File: src/rtl/alu_if.sv
// Operand/opcode/result bundle for one alu instance.
// master drives operands, slave (the alu) returns the registered result.
interface alu_if;
    logic [31:0] a;
    logic [31:0] b;
    logic [4:0]  opcode;
    logic [63:0] out;

    modport master (output a, output b, output opcode, input out);
    modport slave  (input a, input b, input opcode, output out);
endinterface

File: src/rtl/alu.sv
// Single-cycle registered 32-bit ALU: integer ops plus binary32 add/subtract.
// All arithmetic is combinational into one output register (latency 1).
module alu (
    input  logic     clk,
    input  logic     rst,
    alu_if.slave     bus
);

    localparam logic [4:0] OP_ADD  = 5'b00000;
    localparam logic [4:0] OP_SUB  = 5'b00001;
    localparam logic [4:0] OP_MUL  = 5'b00010;
    localparam logic [4:0] OP_AND  = 5'b00011;
    localparam logic [4:0] OP_OR   = 5'b00100;
    localparam logic [4:0] OP_FADD = 5'b00101;
    localparam logic [4:0] OP_FSUB = 5'b00110;
    localparam logic [4:0] OP_XOR  = 5'b00111;
    localparam logic [4:0] OP_SLL  = 5'b01000;
    localparam logic [4:0] OP_SRL  = 5'b01001;
    localparam logic [4:0] OP_SLT  = 5'b01010;

    localparam logic [31:0] FP_QNAN = 32'h7FC00000;

    // Round-to-nearest-even on a 27-bit {1.mant[23], G, R, S} value, then
    // map exponent overflow to Inf and anything below min normal to zero.
    function automatic logic [31:0] fp_round(input logic s,
                                             input logic signed [9:0] e,
                                             input logic [26:0] m);
        logic [23:0]        mant;
        logic               up;
        logic [24:0]        m25;
        logic signed [9:0]  e2;
        logic [22:0]        frac;
        mant = m[26:3];
        up   = m[2] & (m[1] | m[0] | mant[0]);
        m25  = {1'b0, mant} + {24'b0, up};
        if (m25[24]) begin
            e2   = e + 10'sd1;
            frac = m25[23:1];
        end else begin
            e2   = e;
            frac = m25[22:0];
        end
        if (e2 >= 10'sd255)
            fp_round = {s, 8'hFF, 23'b0};
        else if (e2 <= 10'sd0)
            fp_round = {s, 31'b0};
        else
            fp_round = {s, e2[7:0], frac};
    endfunction

    function automatic logic [31:0] fp_add(input logic [31:0] a,
                                           input logic [31:0] b);
        logic               sa, sb, sx, sy;
        logic [7:0]         ea, eb, ex, ey, d;
        logic [22:0]        fa, fb;
        logic [23:0]        mx, my;
        logic [26:0]        mx27, aligned, diff, norm;
        logic [53:0]        w;
        logic [27:0]        sum;
        logic [4:0]         lz;
        logic               found;
        logic signed [9:0]  e;
        sa = a[31]; ea = a[30:23]; fa = a[22:0];
        sb = b[31]; eb = b[30:23]; fb = b[22:0];
        fp_add = 32'b0;
        if ((ea == 8'hFF && fa != 23'b0) || (eb == 8'hFF && fb != 23'b0)) begin
            fp_add = FP_QNAN;
        end else if (ea == 8'hFF && eb == 8'hFF) begin
            fp_add = (sa == sb) ? a : FP_QNAN;
        end else if (ea == 8'hFF) begin
            fp_add = a;
        end else if (eb == 8'hFF) begin
            fp_add = b;
        end else if (ea == 8'h00 && eb == 8'h00) begin
            // Denormals count as signed zero; only -0 + -0 keeps the sign.
            fp_add = {sa & sb, 31'b0};
        end else if (ea == 8'h00) begin
            fp_add = b;
        end else if (eb == 8'h00) begin
            fp_add = a;
        end else begin
            if ({eb, fb} > {ea, fa}) begin
                sx = sb; ex = eb; mx = {1'b1, fb};
                sy = sa; ey = ea; my = {1'b1, fa};
            end else begin
                sx = sa; ex = ea; mx = {1'b1, fa};
                sy = sb; ey = eb; my = {1'b1, fb};
            end
            d    = ex - ey;
            mx27 = {mx, 3'b000};
            // Shifted-out bits collapse into the sticky position.
            if (d >= 8'd54) begin
                aligned = 27'd1;
            end else begin
                w       = {my, 30'b0} >> d;
                aligned = {w[53:28], |w[27:0]};
            end
            if (sx == sy) begin
                sum = {1'b0, mx27} + {1'b0, aligned};
                if (sum[27])
                    fp_add = fp_round(sx, $signed({2'b00, ex}) + 10'sd1,
                                      {sum[27:2], sum[1] | sum[0]});
                else
                    fp_add = fp_round(sx, $signed({2'b00, ex}), sum[26:0]);
            end else begin
                diff = mx27 - aligned;
                if (diff == 27'b0) begin
                    fp_add = 32'b0;
                end else begin
                    lz    = 5'd0;
                    found = 1'b0;
                    for (int i = 26; i >= 0; i--) begin
                        if (!found) begin
                            if (diff[i]) found = 1'b1;
                            else         lz = lz + 5'd1;
                        end
                    end
                    norm   = diff << lz;
                    e      = $signed({2'b00, ex}) - $signed({5'b00000, lz});
                    fp_add = fp_round(sx, e, norm);
                end
            end
        end
    endfunction

    logic [63:0] res_p0;
    logic [63:0] out_p1;

    always_comb begin
        res_p0 = 64'b0;
        case (bus.opcode)
            OP_ADD:  res_p0 = {31'b0, {1'b0, bus.a} + {1'b0, bus.b}};
            OP_SUB:  res_p0 = {{32{bus.a[31]}}, bus.a} - {{32{bus.b[31]}}, bus.b};
            OP_MUL:  res_p0 = {32'b0, bus.a} * {32'b0, bus.b};
            OP_AND:  res_p0 = {32'b0, bus.a & bus.b};
            OP_OR:   res_p0 = {32'b0, bus.a | bus.b};
            OP_XOR:  res_p0 = {32'b0, bus.a ^ bus.b};
            OP_FADD: res_p0 = {32'b0, fp_add(bus.a, bus.b)};
            OP_FSUB: res_p0 = {32'b0, fp_add(bus.a, {~bus.b[31], bus.b[30:0]})};
            OP_SLL:  res_p0 = {32'b0, bus.a} << bus.b[4:0];
            OP_SRL:  res_p0 = {32'b0, bus.a >> bus.b[4:0]};
            OP_SLT:  res_p0 = {63'b0, $signed(bus.a) < $signed(bus.b)};
            default: res_p0 = 64'b0;
        endcase
    end

    // p0 -> p1: single output register
    always_ff @(posedge clk) begin
        if (rst) out_p1 <= 64'h0;
        else     out_p1 <= res_p0;
    end

    assign bus.out = out_p1;

endmodule

File: src/flat_wrapper.sv
// flat-port wrapper written by rule: the top's interface ports become plain ports
module alu_flat 
  (clk, rst, bus_a, bus_b, bus_opcode, bus_out);
  alu_if bus_i ();
  input  logic clk;
  input  logic rst;
  input wire logic [$bits(bus_i.a)-1:0] bus_a;
  input wire logic [$bits(bus_i.b)-1:0] bus_b;
  input wire logic [$bits(bus_i.opcode)-1:0] bus_opcode;
  output wire logic [$bits(bus_i.out)-1:0] bus_out;
  assign bus_i.a = bus_a;
  assign bus_i.b = bus_b;
  assign bus_i.opcode = bus_opcode;
  assign bus_out = bus_i.out;
  alu u_core (.clk(clk), .rst(rst), .bus(bus_i));
endmodule
File: config.mk
export PLATFORM = sky130hd
export DESIGN_NAME = alu_flat
export DESIGN_NICKNAME = d
export VERILOG_FILES = /design/src/rtl/alu_if.sv /design/src/rtl/alu.sv /design/src/flat_wrapper.sv
export SDC_FILE = /design/constraint.sdc
export NUM_CORES = 2
export LEC_CHECK = 0
export CAP_MARGIN = 0
export CORE_MARGIN = 8
export CORE_UTILIZATION = 45
export DETAILED_ROUTE_END_ITERATION = 10
export PLACE_DENSITY = 0.74
export SETUP_SLACK_MARGIN = 0.02
export SYNTH_ARGS = -nofsm -noshare
export SYNTH_HDL_FRONTEND = slang
export SYNTH_SLANG_ARGS = --single-unit
File: constraint.sdc
create_clock -name clk -period 28.3 [get_ports clk]
set_clock_uncertainty 0.05 [all_clocks]
set_input_delay 5.66 -clock clk [delete_from_list [all_inputs] [get_ports clk]]
set_output_delay 5.66 -clock clk [all_outputs]
set_load 0.05 [all_outputs]
# Word level (Yosys, flattened, before mapping)
# Index checks and enable logic that the tools add are counted.
# op_classes
shifts,6
mux,1469
mul,1
eq_ne,16
bitwise,24
order_cmp,16
addsub,74
reduce_logical,14
# ops
cell,count
2-to-1 mux 5 bit,644
one-hot mux 64 bit (11 select lines),1
2-to-1 mux 1 bit,660
2-to-1 mux 10 bit,66
2-to-1 mux 32 bit,20
2-to-1 mux 27 bit,18
2-to-1 mux 31 bit,14
2-to-1 mux 24 bit,18
adder 5 x 1 -> 5 bit (second input constant),52
2-to-1 mux 23 bit,8
2-to-1 mux 8 bit,20
adder 24 x 1 -> 25 bit,6
right shift 54 x 8 -> 54 bit,2
multiplier 32 x 32 -> 64 bit,1
<< shifter 32 x 5 -> 64 bit,1
greater-or-equal comparator 10 x 9 -> 1 bit (second input constant),6
less-or-equal comparator 10 x 1 -> 1 bit (second input constant),6
adder 27 x 27 -> 28 bit,2
OR reduction 28 bit,2
logical NOT 27 bit,2
<< shifter 27 x 5 -> 27 bit,2
subtractor 27 bit,2
nonzero test 23 bit,2
adder 10 x 2 -> 10 bit (second input constant),4
other kinds (25),61
# word_totals
register_bits,64
elab_cells,1621
output_inout_bits,64
inputBits,71

# Longest topological paths before layout
# depth
ltp_word,401
depth_mapped,140
depth_no_buf,123

# Worst setup path after synthesis
# Ideal clock, no wire load.
# synth_timing
path_kind,input to register
start,in bus_b[0]
end,"reg u_core.out_p1[23], in the netlist u_core.bus.out[23]"
setup_ns,0.126
slack_ns,-2.248
required_time_ns,28.124
t_arrival_ns,30.372
stages,135
path_buffers,21
path_cell_list,clkbuf_1 -> inv_1 -> clkbuf_1 -> clkbuf_1 -> buf_1 -> clkbuf_1 -> ha_1 -> nor3_1 -> o31ai_1 -> a311oi_1 -> a311oi_1 -> a21oi_1 -> buf_2 -> buf_2 -> buf_1 -> buf_1 -> buf_1 -> clkbuf_1 -> (+99 left out) -> nor2_1 -> a211oi_1 -> nor2b_1 -> ha_1 -> nand2_1 -> or3b_1 -> or4_4 -> nor3_4 -> nor3b_4 -> a31oi_1 -> or3_1 -> and2_1 -> o41ai_1 -> o21bai_1 -> a311oi_1 -> o22ai_1 -> a221oi_1 -> o21ai_1
# synth_rtl
item,line,rtl
from (decl),flat_wrapper.sv:8,input wire logic [$bits(bus_i.b)-1:0] bus_b;
to (signal assigned),alu.sv:150,else out_p1 <= res_p0;
to (decl),alu.sv:127,logic [63:0] out_p1;

==> results.sh <==
export IMPL_synthTopCellsByArea="fa_1, ha_1, nand2_1"
export IMPL_cts_tree="yes"
export IMPL_grt_usage_pct=40.2
export IMPL_critPathRequiredTime_ns=28.50
export IMPL_synth_edf_count=0
export IMPL_core_area_um2=128000
export IMPL_relSlewSlack_pct=-9.81
export IMPL_synthFlopType="dfxtp_1"
export IMPL_synth_top_cells_by_count="nand2_1, inv_1, fa_1"
export IMPL_fin_crit_sh_pct=96.0
export IMPL_synth_cell_types=123
export IMPL_path_class="input pin to register"
export IMPL_dp_cells=9599
export IMPL_worstMarginPinSlew_ns=1.63
export IMPL_portBuffers=134
export IMPL_ant_nets=0
export IMPL_largest_register_ffs=64
export IMPL_cp_arrival_ns=27.36
export IMPL_wl_per_cell_um=30.2
export IMPL_path_buf_inv=13
export IMPL_grt_max_degree=70
export IMPL_grt_pass1_vias=61300
export IMPL_cp_top_family="compound AO/OA/AOI/OAI gates"
export IMPL_cts_sinks=64
export IMPL_cts_buffer_depth=2
export IMPL_grt_pass1_wl_um=418000
export IMPL_cp_max_fo=14
export IMPL_htreeDepth=3
export IMPL_first_pass_iters=9
export IMPL_grt_remaining_overflow=0
export IMPL_ctsHoldBuffers=0
export IMPL_yosysWarnings=0
export IMPL_synth_top_area_share_pct=31.2
export IMPL_max_freq_mhz=36.8
export IMPL_drv_cap=3
export IMPL_layout_drive_gt1_share_pct=11.1
export IMPL_die_w_um=374
export IMPL_num_vias=60400
export IMPL_critPathMaxStageDelay_ns=0.71
export IMPL_whs_ns=5.92
export IMPL_synth_nets=9155
export IMPL_nets=9408
export IMPL_viasPerCell=6.27
export IMPL_antenna_found_initial=25
export IMPL_violations="capacitance limit, slew limit"
export IMPL_slowest_stage="clkdlybuf4s50_1"
export IMPL_die_y_um=374
export IMPL_slew_violations=6
export IMPL_hold_viol=0
export IMPL_synth_top_area_cell="fa_1"
export IMPL_timing_final_crit_period_ns=27.15
export IMPL_start_util_pct=45.3
export IMPL_root_buffer="clkbuf_16"
export IMPL_hold_path_class="input pin to register"
export IMPL_syn_avg_cell_area_um2=7.50
export IMPL_pin_count=135
export IMPL_synth_seq_area_share_pct=2.22
export IMPL_synthCells=7706
export IMPL_cts_inserted_buffers=9
export IMPL_die_area_um2=140000
export IMPL_hpwlAfterDp_um=227000
export IMPL_cpMostUsedCell="ha_1"
export IMPL_status="finished, violations left"
export IMPL_synth_area_um2=57800
export IMPL_async_flop_share_pct=0
export IMPL_area_delta_synth_final_pct=11.4
export IMPL_rows=131
export IMPL_synth_seq_cells=64
export IMPL_drt_iter0_drc=6972
export IMPL_instances_no_fill=9636
export IMPL_n_fill_cell=12400
export IMPL_wl_um=291000
export IMPL_clkTransAtPathRegs_ns=0.06
export IMPL_end_kind="register"
export IMPL_start_kind="input pin"
export IMPL_setup_viol=0
export IMPL_drc=0
export IMPL_gp_congestion=1.10
export IMPL_yosysMostFrequentCell="nand2_1"
==> worst paths after layout <==
kind	cells after the start	start	slack, ns	endpoint
hold / removal	4	bus_a[19]	5.92	u_core.bus.out[19]
setup / recovery	124	bus_a[1]	1.15	u_core.bus.out[9]
==> cell families after synthesis <==
kind of cell | count (synthesis) | share of synthesized area [%]
and+or+nand+nor | 2511 | 18.9
buffers and inverters | 1709 | 11.3
AOI/OAI and AO/OA | 1484 | 16.3
adders and majority gates | 1380 | 41.6
muxes | 284 | 5.30
xor gates and xnor gates | 274 | 4.50
DFF | 64 | 2.22
==> per-layer routing <==
layer	global-route usage, %	vias up	routed length, um
met3	10.9	1219	32400
met5	0	-	87
met2	62.4	4049	125000
met1	46.8	29600	103000
met4	32.1	14	30400
li1	-	25500	-
==> cell usage in the layout (no fill, tap or decap), types with 108 or more instances in the layout <==
master | netlist | layout
a21oi_1 | 440 | 434
buf_4 | 4 | 587
o21ai_0 | 375 | 359
fa_1 | 900 | 900
nor2_1 | 714 | 701
ha_1 | 478 | 470
mux2i_1 | 236 | 231
nand2_1 | 1204 | 1199
nor3_1 | 112 | 108
xnor2_1 | 185 | 182
inv_1 | 1200 | 1199
==> stage by stage <==
stage,setup WS [ns],setup TNS (ns),area (um2),util [%]
after floorplan,0.106,0,57900,-
after global routing,-0.151,-1.06,64400,50.5
after global placement,-0.00547,-0.00547,63700,49.9
after detailed placement,-0.294,-1.51,63700,49.9
after CTS,0.0391,0,64000,50.2
final,1.15,0,64400,50.5
==> area by class of cell <==
class                           instances  area (um2)  share of cell area (%)
Tap cell                             1662        2080                    3.23
Timing Repair Buffer                  726        5650                    8.77
Clock inverter                          5        81.3                   0.126
Multi-Input combinational cell       5933       50400                    78.3
Sequential cell                        64        1280                    1.99
Inverter                             1225        4600                    7.14
Antenna cell                           10        25.0                  0.0389
Clock buffer                           11         233                   0.361
==> repair_timing <==
action | CTS | global route
setup buffers | 0 | 10
pin swaps | 0 | 31
setup endpoints to repair | 1 | 31
resized for setup | 1 | 75
hold endpoints to repair | 0 | 0
cloned | 0 | 0
Power is left out: the tool's default activity adds up to more than one toggle a clock period on the data nets, which glitch-free logic cannot reach.
